### src/rtl/acc_bank_pkg.sv
// Shared definitions for the accumulator bank / UART readback block.
package acc_bank_pkg;
    localparam int NLANES       = 16;
    localparam int SEL_W        = 4;
    localparam int CLKS_PER_BIT = 868;

    typedef enum logic [1:0] {
        IDLE = 2'd0,
        LOAD = 2'd1,
        SEND = 2'd2,
        DONE = 2'd3
    } state_t;
endpackage

### src/rtl/acc_bank_tx_uart.sv
// 8N1 byte transmitter: start bit, 8 data bits LSB first, stop bit, each CLKS_PER_BIT clocks.
module uart_tx_byte
    import acc_bank_pkg::*;
#(
    parameter int CLKS_PER_BIT = acc_bank_pkg::CLKS_PER_BIT
) (
    input  logic       clk,
    input  logic       rst,
    input  logic       start,
    input  logic [7:0] data,
    output logic       line,
    output logic       active
);
    localparam int CNT_W = (CLKS_PER_BIT > 1) ? $clog2(CLKS_PER_BIT) : 1;

    logic [CNT_W-1:0] r_cnt;
    logic [3:0]       r_bit;
    logic [7:0]       r_data;
    logic             r_busy;
    logic             r_line;
    logic             w_tick;

    assign w_tick = (r_cnt == CNT_W'(CLKS_PER_BIT - 1));
    assign line   = r_line;
    // Drops in the last stop-bit clock so the caller leaves SEND exactly on the frame boundary.
    assign active = r_busy & ~(w_tick & (r_bit == 4'd9));

    always_ff @(posedge clk or posedge rst) begin
        if (rst) begin
            r_cnt  <= '0;
            r_bit  <= '0;
            r_data <= '0;
            r_busy <= 1'b0;
            r_line <= 1'b1;
        end else if (!r_busy) begin
            if (start) begin
                r_busy <= 1'b1;
                r_data <= data;
                r_bit  <= '0;
                r_cnt  <= '0;
                r_line <= 1'b0;
            end
        end else if (w_tick) begin
            r_cnt <= '0;
            if (r_bit == 4'd9) begin
                r_busy <= 1'b0;
                r_line <= 1'b1;
            end else begin
                r_bit  <= r_bit + 4'd1;
                r_line <= (r_bit == 4'd8) ? 1'b1 : r_data[r_bit[2:0]];
            end
        end else begin
            r_cnt <= r_cnt + 1'b1;
        end
    end
endmodule

### src/rtl/acc_bank_tx.sv
// Bit-serial frame deserialiser feeding round-robin accumulator lanes, with a
// snapshot readback of every lane over UART, stepped by the controller's sel.
module acc_bank_tx
    import acc_bank_pkg::*;
#(
    parameter int NLANES       = acc_bank_pkg::NLANES,
    parameter int SEL_W        = acc_bank_pkg::SEL_W,
    parameter int CLKS_PER_BIT = acc_bank_pkg::CLKS_PER_BIT
) (
    input  logic             clk,
    input  logic             rst,
    input  logic             acc,
    input  logic             clear,
    input  logic             sdata,
    input  logic             out,
    input  logic [SEL_W-1:0] sel,
    output logic             busy,
    output logic             uart_tx,
    output logic             drop
);
    state_t           r_state;
    state_t           w_next;
    logic [7:0]       r_shreg;
    logic [3:0]       r_cnt;
    logic             r_byte_done;
    logic [7:0]       r_lane [NLANES];
    logic [7:0]       r_snap [NLANES];
    logic [SEL_W-1:0] r_ptr;
    logic [SEL_W-1:0] w_ptr_nxt;
    logic [SEL_W-1:0] r_sel_q;
    logic             r_drop;
    logic             w_snap_go;
    logic             w_start;
    logic             w_active;
    logic [7:0]       w_txbyte;

    assign w_snap_go = (r_state == IDLE) && out;
    assign w_ptr_nxt = (r_ptr == SEL_W'(NLANES - 1)) ? '0 : r_ptr + 1'b1;
    assign w_txbyte  = r_snap[sel];
    assign drop      = r_drop;

    // Deserialiser: clear wins over acc; samples beyond the 8th wait for the next clear.
    always_ff @(posedge clk or posedge rst) begin
        if (rst) begin
            r_shreg     <= '0;
            r_cnt       <= '0;
            r_byte_done <= 1'b0;
        end else begin
            r_byte_done <= acc && !clear && (r_cnt == 4'd7);
            if (clear) begin
                r_cnt <= '0;
            end else if (acc && (r_cnt < 4'd8)) begin
                r_shreg <= {r_shreg[6:0], sdata};
                r_cnt   <= r_cnt + 4'd1;
            end
        end
    end

    // A frame finishing in the snapshot cycle lands in the freshly zeroed lane 0.
    always_ff @(posedge clk or posedge rst) begin
        if (rst) begin
            for (int i = 0; i < NLANES; i++) begin
                r_lane[i] <= '0;
                r_snap[i] <= '0;
            end
            r_ptr <= '0;
        end else if (w_snap_go) begin
            for (int i = 0; i < NLANES; i++) begin
                r_snap[i] <= r_lane[i];
                r_lane[i] <= '0;
            end
            if (r_byte_done) begin
                r_lane[0] <= r_shreg;
                r_ptr     <= SEL_W'(1);
            end else begin
                r_ptr <= '0;
            end
        end else if (r_byte_done) begin
            r_lane[r_ptr] <= r_lane[r_ptr] + r_shreg;
            r_ptr         <= w_ptr_nxt;
        end
    end

    always_ff @(posedge clk or posedge rst) begin
        if (rst) begin
            r_state <= IDLE;
            r_sel_q <= '0;
            r_drop  <= 1'b0;
        end else begin
            r_state <= w_next;
            if (r_state == LOAD) begin
                r_sel_q <= sel;
            end
            if (out && (r_state != IDLE)) begin
                r_drop <= 1'b1;
            end
        end
    end

    // busy follows out in IDLE so sel cannot move in the very cycle readback is requested.
    always_comb begin
        w_next  = r_state;
        busy    = 1'b0;
        w_start = 1'b0;
        case (r_state)
            IDLE: begin
                busy = out;
                if (out) begin
                    w_next = LOAD;
                end
            end
            LOAD: begin
                busy    = 1'b1;
                w_start = 1'b1;
                w_next  = SEND;
            end
            SEND: begin
                busy = 1'b1;
                if (!w_active) begin
                    w_next = DONE;
                end
            end
            DONE: begin
                w_next = (r_sel_q == SEL_W'(NLANES - 1)) ? IDLE : LOAD;
            end
            default: w_next = IDLE;
        endcase
    end

    uart_tx_byte #(
        .CLKS_PER_BIT(CLKS_PER_BIT)
    ) u_tx (
        .clk   (clk),
        .rst   (rst),
        .start (w_start),
        .data  (w_txbyte),
        .line  (uart_tx),
        .active(w_active)
    );
endmodule

### config.mk
export PLATFORM = sky130hd
export DESIGN_NAME = acc_bank_tx
export DESIGN_NICKNAME = d
export VERILOG_FILES = /design/src/rtl/acc_bank_pkg.sv /design/src/rtl/acc_bank_tx_uart.sv /design/src/rtl/acc_bank_tx.sv
export SDC_FILE = /design/constraint.sdc
export NUM_CORES = 1
export LEC_CHECK = 0
export CORE_MARGIN = 1
export CORE_UTILIZATION = 64
export DETAILED_ROUTE_END_ITERATION = 8
export PLACE_DENSITY_LB_ADDON = 0.1
export SLEW_MARGIN = 20
export SYNTH_ARGS = -nofsm -noshare
export SYNTH_HDL_FRONTEND = slang
export SYNTH_HIERARCHICAL = 1
export SYNTH_SLANG_ARGS = --single-unit
### constraint.sdc
create_clock -name clk -period 17.4 [get_ports clk]
set_input_delay 2.61 -clock clk [delete_from_list [all_inputs] [get_ports clk]]
set_output_delay 2.61 -clock clk [all_outputs]
set_load 0.02 [all_outputs]
---- Word level (Yosys, flattened, before mapping) ----
Cells that the tools add are included.
storage, ports and cells
  register bits after elaboration ......... 304
  input bits .............................. 10
  output and inout bits ................... 3
operators by class
  $lt $le $gt $ge ......................... 5
  multiplexer cells ....................... 42
  reduce and logical (&&, ||, !) cells .... 18
  equal/unequal tests ..................... 13
  add/subtract/negate cells ............... 5
  bitwise gates (word level) .............. 7
operators by type and width
  cell                   count
  $mux 128               2
  $bwmux 128             1
  $bmux 8 s4             2
  $mux 8                 6
  $mux 4                 9
  $demux 8 s4            1
  $mux 10                3
  $eq 4x4->1 const B     4
  $mux 1                 13
  $add 4x1->4 const B    3
  $add 10x1->10 const B  1
  $eq 10x10->1 const B   1
  $ge 5x5->1 const B     2
  $not 4->5              2
  $add 8x8->8            1
  $ne 2x2->1 const B     4
  $pmux 2 s4             1
  $reduce_and 2->1       4
  $reduce_bool 2->1      4
  $logic_and 1x1->1      6
  $lt 5x1->1 const B     1
  $eq 2x2->1 const B     2
  $eq 4x3->1 const B     1
  $lt 3x4->1 const B     1
  other kinds (11)       15

---- Logic depth before layout (Yosys ltp) ----
  depth in word-level cells ............... 8
  gate-level depth with buffers ........... 15

---- Hierarchy ----
The synthesis kept the hierarchy.
by module, submodules not included
  module        instances  cells each  area an instance (um^2)
  acc_bank_tx   1          1,261       13,167.6
  uart_tx_byte  1          136         1,278.7

---- Worst setup path before layout ----
OpenSTA, ideal clock, no wires.
  kind .................................... input port to output port
  start point ............................. in out
  end point ............................... out busy
  slack ................................... 10.883 ns
  data required time ...................... 14.790 ns
  stages on the path ...................... 6
  arrival time ............................ 3.907 ns
  path through ............................ and2_1 -> clkbuf_1 -> clkbuf_1 -> clkbuf_1 -> nor2_1 -> nor2_1
between the ends
  cells in the longest elaborated chain, start to end .. 1
ends and longest elaborated chain
  item             RTL line            source
  start, declared  acc_bank_tx.sv:15   input logic out,
  $pmux 1 s2       acc_bank_tx.sv:105  case (r_state)
  end, declared    acc_bank_tx.sv:17   output logic busy,
Every way passes these cells.

---- Worst setup path in the final report ----
Ends and elaborated chain as after synthesis.

==> flow_summary.toml <==
[clocking]
post_cts_resized = 0
hold_buffers = 0
clk_pin_slew_ns = 0.06
cts_tree = "built"
ctsLongestPathBuffers = 3
h-tree-depth = 2
cts_root_buffer = "clkbuf_16"
cts_buffers = 34
cts.sinks = 304
postCtsSetupBuffers = 0
clock_latency_ns = 0.52

[route]
vias = 10900
viasPerCell = 6.47
antenna_left = 0
wl_per_cell_um = 22.7
dr.first_iter.drc_count = 1222
drt-total-wl_um = 38400
drc = 1
dr.pass1.iters = 9

[grt]
grt_pass1_vias = 10900
use_met2_pct = 55.2
antenna_found_initial = 0
track_usage_pct = 34.7
grt-ovfl-total = 0
grt_max_degree = 132
grtUsageMet1_pct = 47.6
grtUsageMet3_pct = 6.88
grt_pass1_wl_um = 61100
busiest_layer = "met2"

[die]
initial_utilization_pct = 65.8
io_pins = 13
die-area_um2 = 23200
die_w_um = 152
rows = 54
coreArea_um2 = 22000
die_y_um = 152

[timing]
slew_violations = 0
hold_viol = 0
maxSlewHeadroom_pct = 19.2
fmax_mhz = 143
finalSetupTns_ns = 0
period_share_pct = 40.1
skew_ns = 0.0176
setup_viol_count_final = 0
final.min_clock_period_ns = 6.98
rsz0062_at_grt = "no"
tightest_slew_ns = 1.21

[setup_path]
crit_required_ns = 14.79
slowest_delay_ns = 0.63
cp_num_buf_inv = 2
r2r_start = "r_ptr[1]"
crit_type = "primary input to output pin"
rr_worst_depth = 10
crit_family = "buffers and inverters"
cp_max_fo = 33
crit_path_top_delay_cell = "clkdlybuf4s50_1"
crit_path_end_kind = "output pin"
worst-r2r-setup-slack_ns = 12.63
cp.arrival_ns = 4.37
startpoint_type = "primary input"
crit_path_cell_trace = "clkdlybuf4s50_1 > and2_4 > nor2_1 > nor2_1 > clkdlybuf4s50_1"
worst_r2r_endpoint = "r_lane[111]"

[synth]
synth_largest_area_cell = "dfrtp_1"
synth_nets = 1428
yosysTopAreaCellShare_pct = 52.5
yosysMostFrequentCell = "nand2_1"
synth_common_cells = "nand2_1 (544), dfrtp_1 (303), mux4_2 (78)"
synth_edf_count = 0
synth_area_um2 = 14400
avgSynthCellArea_um2 = 10.3
ys_seq_area_share_pct = 52.7
ys_top_cells_by_area = "dfrtp_1 (52%), nand2_1 (14%), mux4_2 (12%)"
async_reset_ff_share_pct = 100
synth.ff_latch_count = 304
ys.flop_type = "dfrtp_1"
syn_inst = 1397
ys_types = 59
synth_warnings = 6

[hold_path]
hp-class = "flop to flop"
min_to = "drop"
hold_path_depth = 1
hp-start = "drop"

[final_layout]
layout.nets = 1417
drive_gt1_share_pct = 13.3
area_growth_pct = 10.5
fin_cells = 1691
antenna_cells = 0

[place]
portBuffers = 12
dp_hpwl_um = 23600
globalplace.congestion = 0.915
dp_cells = 1629

[status]
violations = "DRC"
outcome = "complete, but fails checks"

[power]
p_leak_nw = 7.73
power_density_nw_per_um2 = 100
ir_drop_uv = 80.2

[flow_run]
maxCapViolations = 0
final cells by class:
type                            count  area, µm²
Timing Repair Buffer               34        279
Multi-Input combinational cell    997       6480
Inverter                           15       63.8
Fill cell                        1590       6000
Tap cell                          280        350
Clock buffer                       50       1040
Clock inverter                     11        133
Sequential cell                   304       7610
flip-flops by register name, summed over array words and instances, names as in the netlist:
name and cells:
r_byte_done 1, u_tx/r_cnt 10, r_sel_q 4, u_tx/r_bit 4, r_ptr 4, u_tx/line 1
r_shreg 8, u_tx/r_busy 1, r_cnt 4, drop 1, r_snap 128, r_state 2
r_lane 128, u_tx/r_data 8
kinds of logic after synthesis:
kind of cell	after synthesis	synth area share, %
AND/OR/NAND/NOR	658	18.4
flip-flops	304	52.7
AO/OA/AOI/OAI	198	9.04
multiplexers	108	14.6
buffers and inverters	96	2.62
adder cells (fa/ha/maj)	21	1.87
XOR/XNOR	12	0.857
report_power, final:
part | total [mW] | switching, mW | internal [mW] | leakage, nW
combinational | 0.122 | 0.0866 | 0.0355 | 3.34
clock | 0.746 | 0.286 | 0.461 | 0.583
sequential | 0.728 | 0.0123 | 0.715 | 3.81
stage by stage:
stage / utilization [%] / area, µm² / hold slack (ns) / power [mW] / setup slack, ns
after floorplan: - / 14400 / 0.437 / 0.821 / 7.07
after detailed placement: 67.3 / 14800 / 0.448 / 0.860 / 10.40
after global placement: 67.3 / 14800 / 0.448 / 0.859 / 10.44
after CTS: 72.6 / 15900 / 0.464 / 1.60 / 10.40
final: 72.7 / 16000 / 0.456 / 1.60 / 10.42
after global routing: 72.7 / 16000 / 0.476 / 1.64 / 10.33
placed cells by master, fill, tap and decap left out, types with 7 or more instances in the layout:
master,synthesis,final
clkbuf_8,0,7
nor3b_1,9,9
a21oi_1,65,65
ha_1,20,20
clkinv_2,0,7
mux4_2,78,78
nand2_1,544,543
a22o_1,49,49
mux2i_1,15,15
clkdlybuf4s50_1,0,10
buf_4,2,21
a211oi_1,19,19
mux2_2,13,13
dfrtp_1,303,301
nand3_1,23,23
nor2_1,43,42
clkbuf_16,0,37
inv_1,13,12
o21ai_0,34,34
worst max-delay path by stage:
stage / startpoint / endpoint / slack, ns / cells after the start
floorplan: rst / drop / 7.07 / 1
global placement: out / busy / 10.44 / 5
detailed placement: out / busy / 10.40 / 5
CTS: out / busy / 10.40 / 5
global route: out / busy / 10.33 / 5
finish: out / busy / 10.42 / 5
layer usage:
layer | wire length (µm) | vias to the layer above
met1 | 15300 | 5533
met3 | 3130 | 118
li1 | - | 4789
met4 | 1570 | 0
met2 | 18300 | 499
met5 | 0 | -
Power figures use the tool's default switching activity.
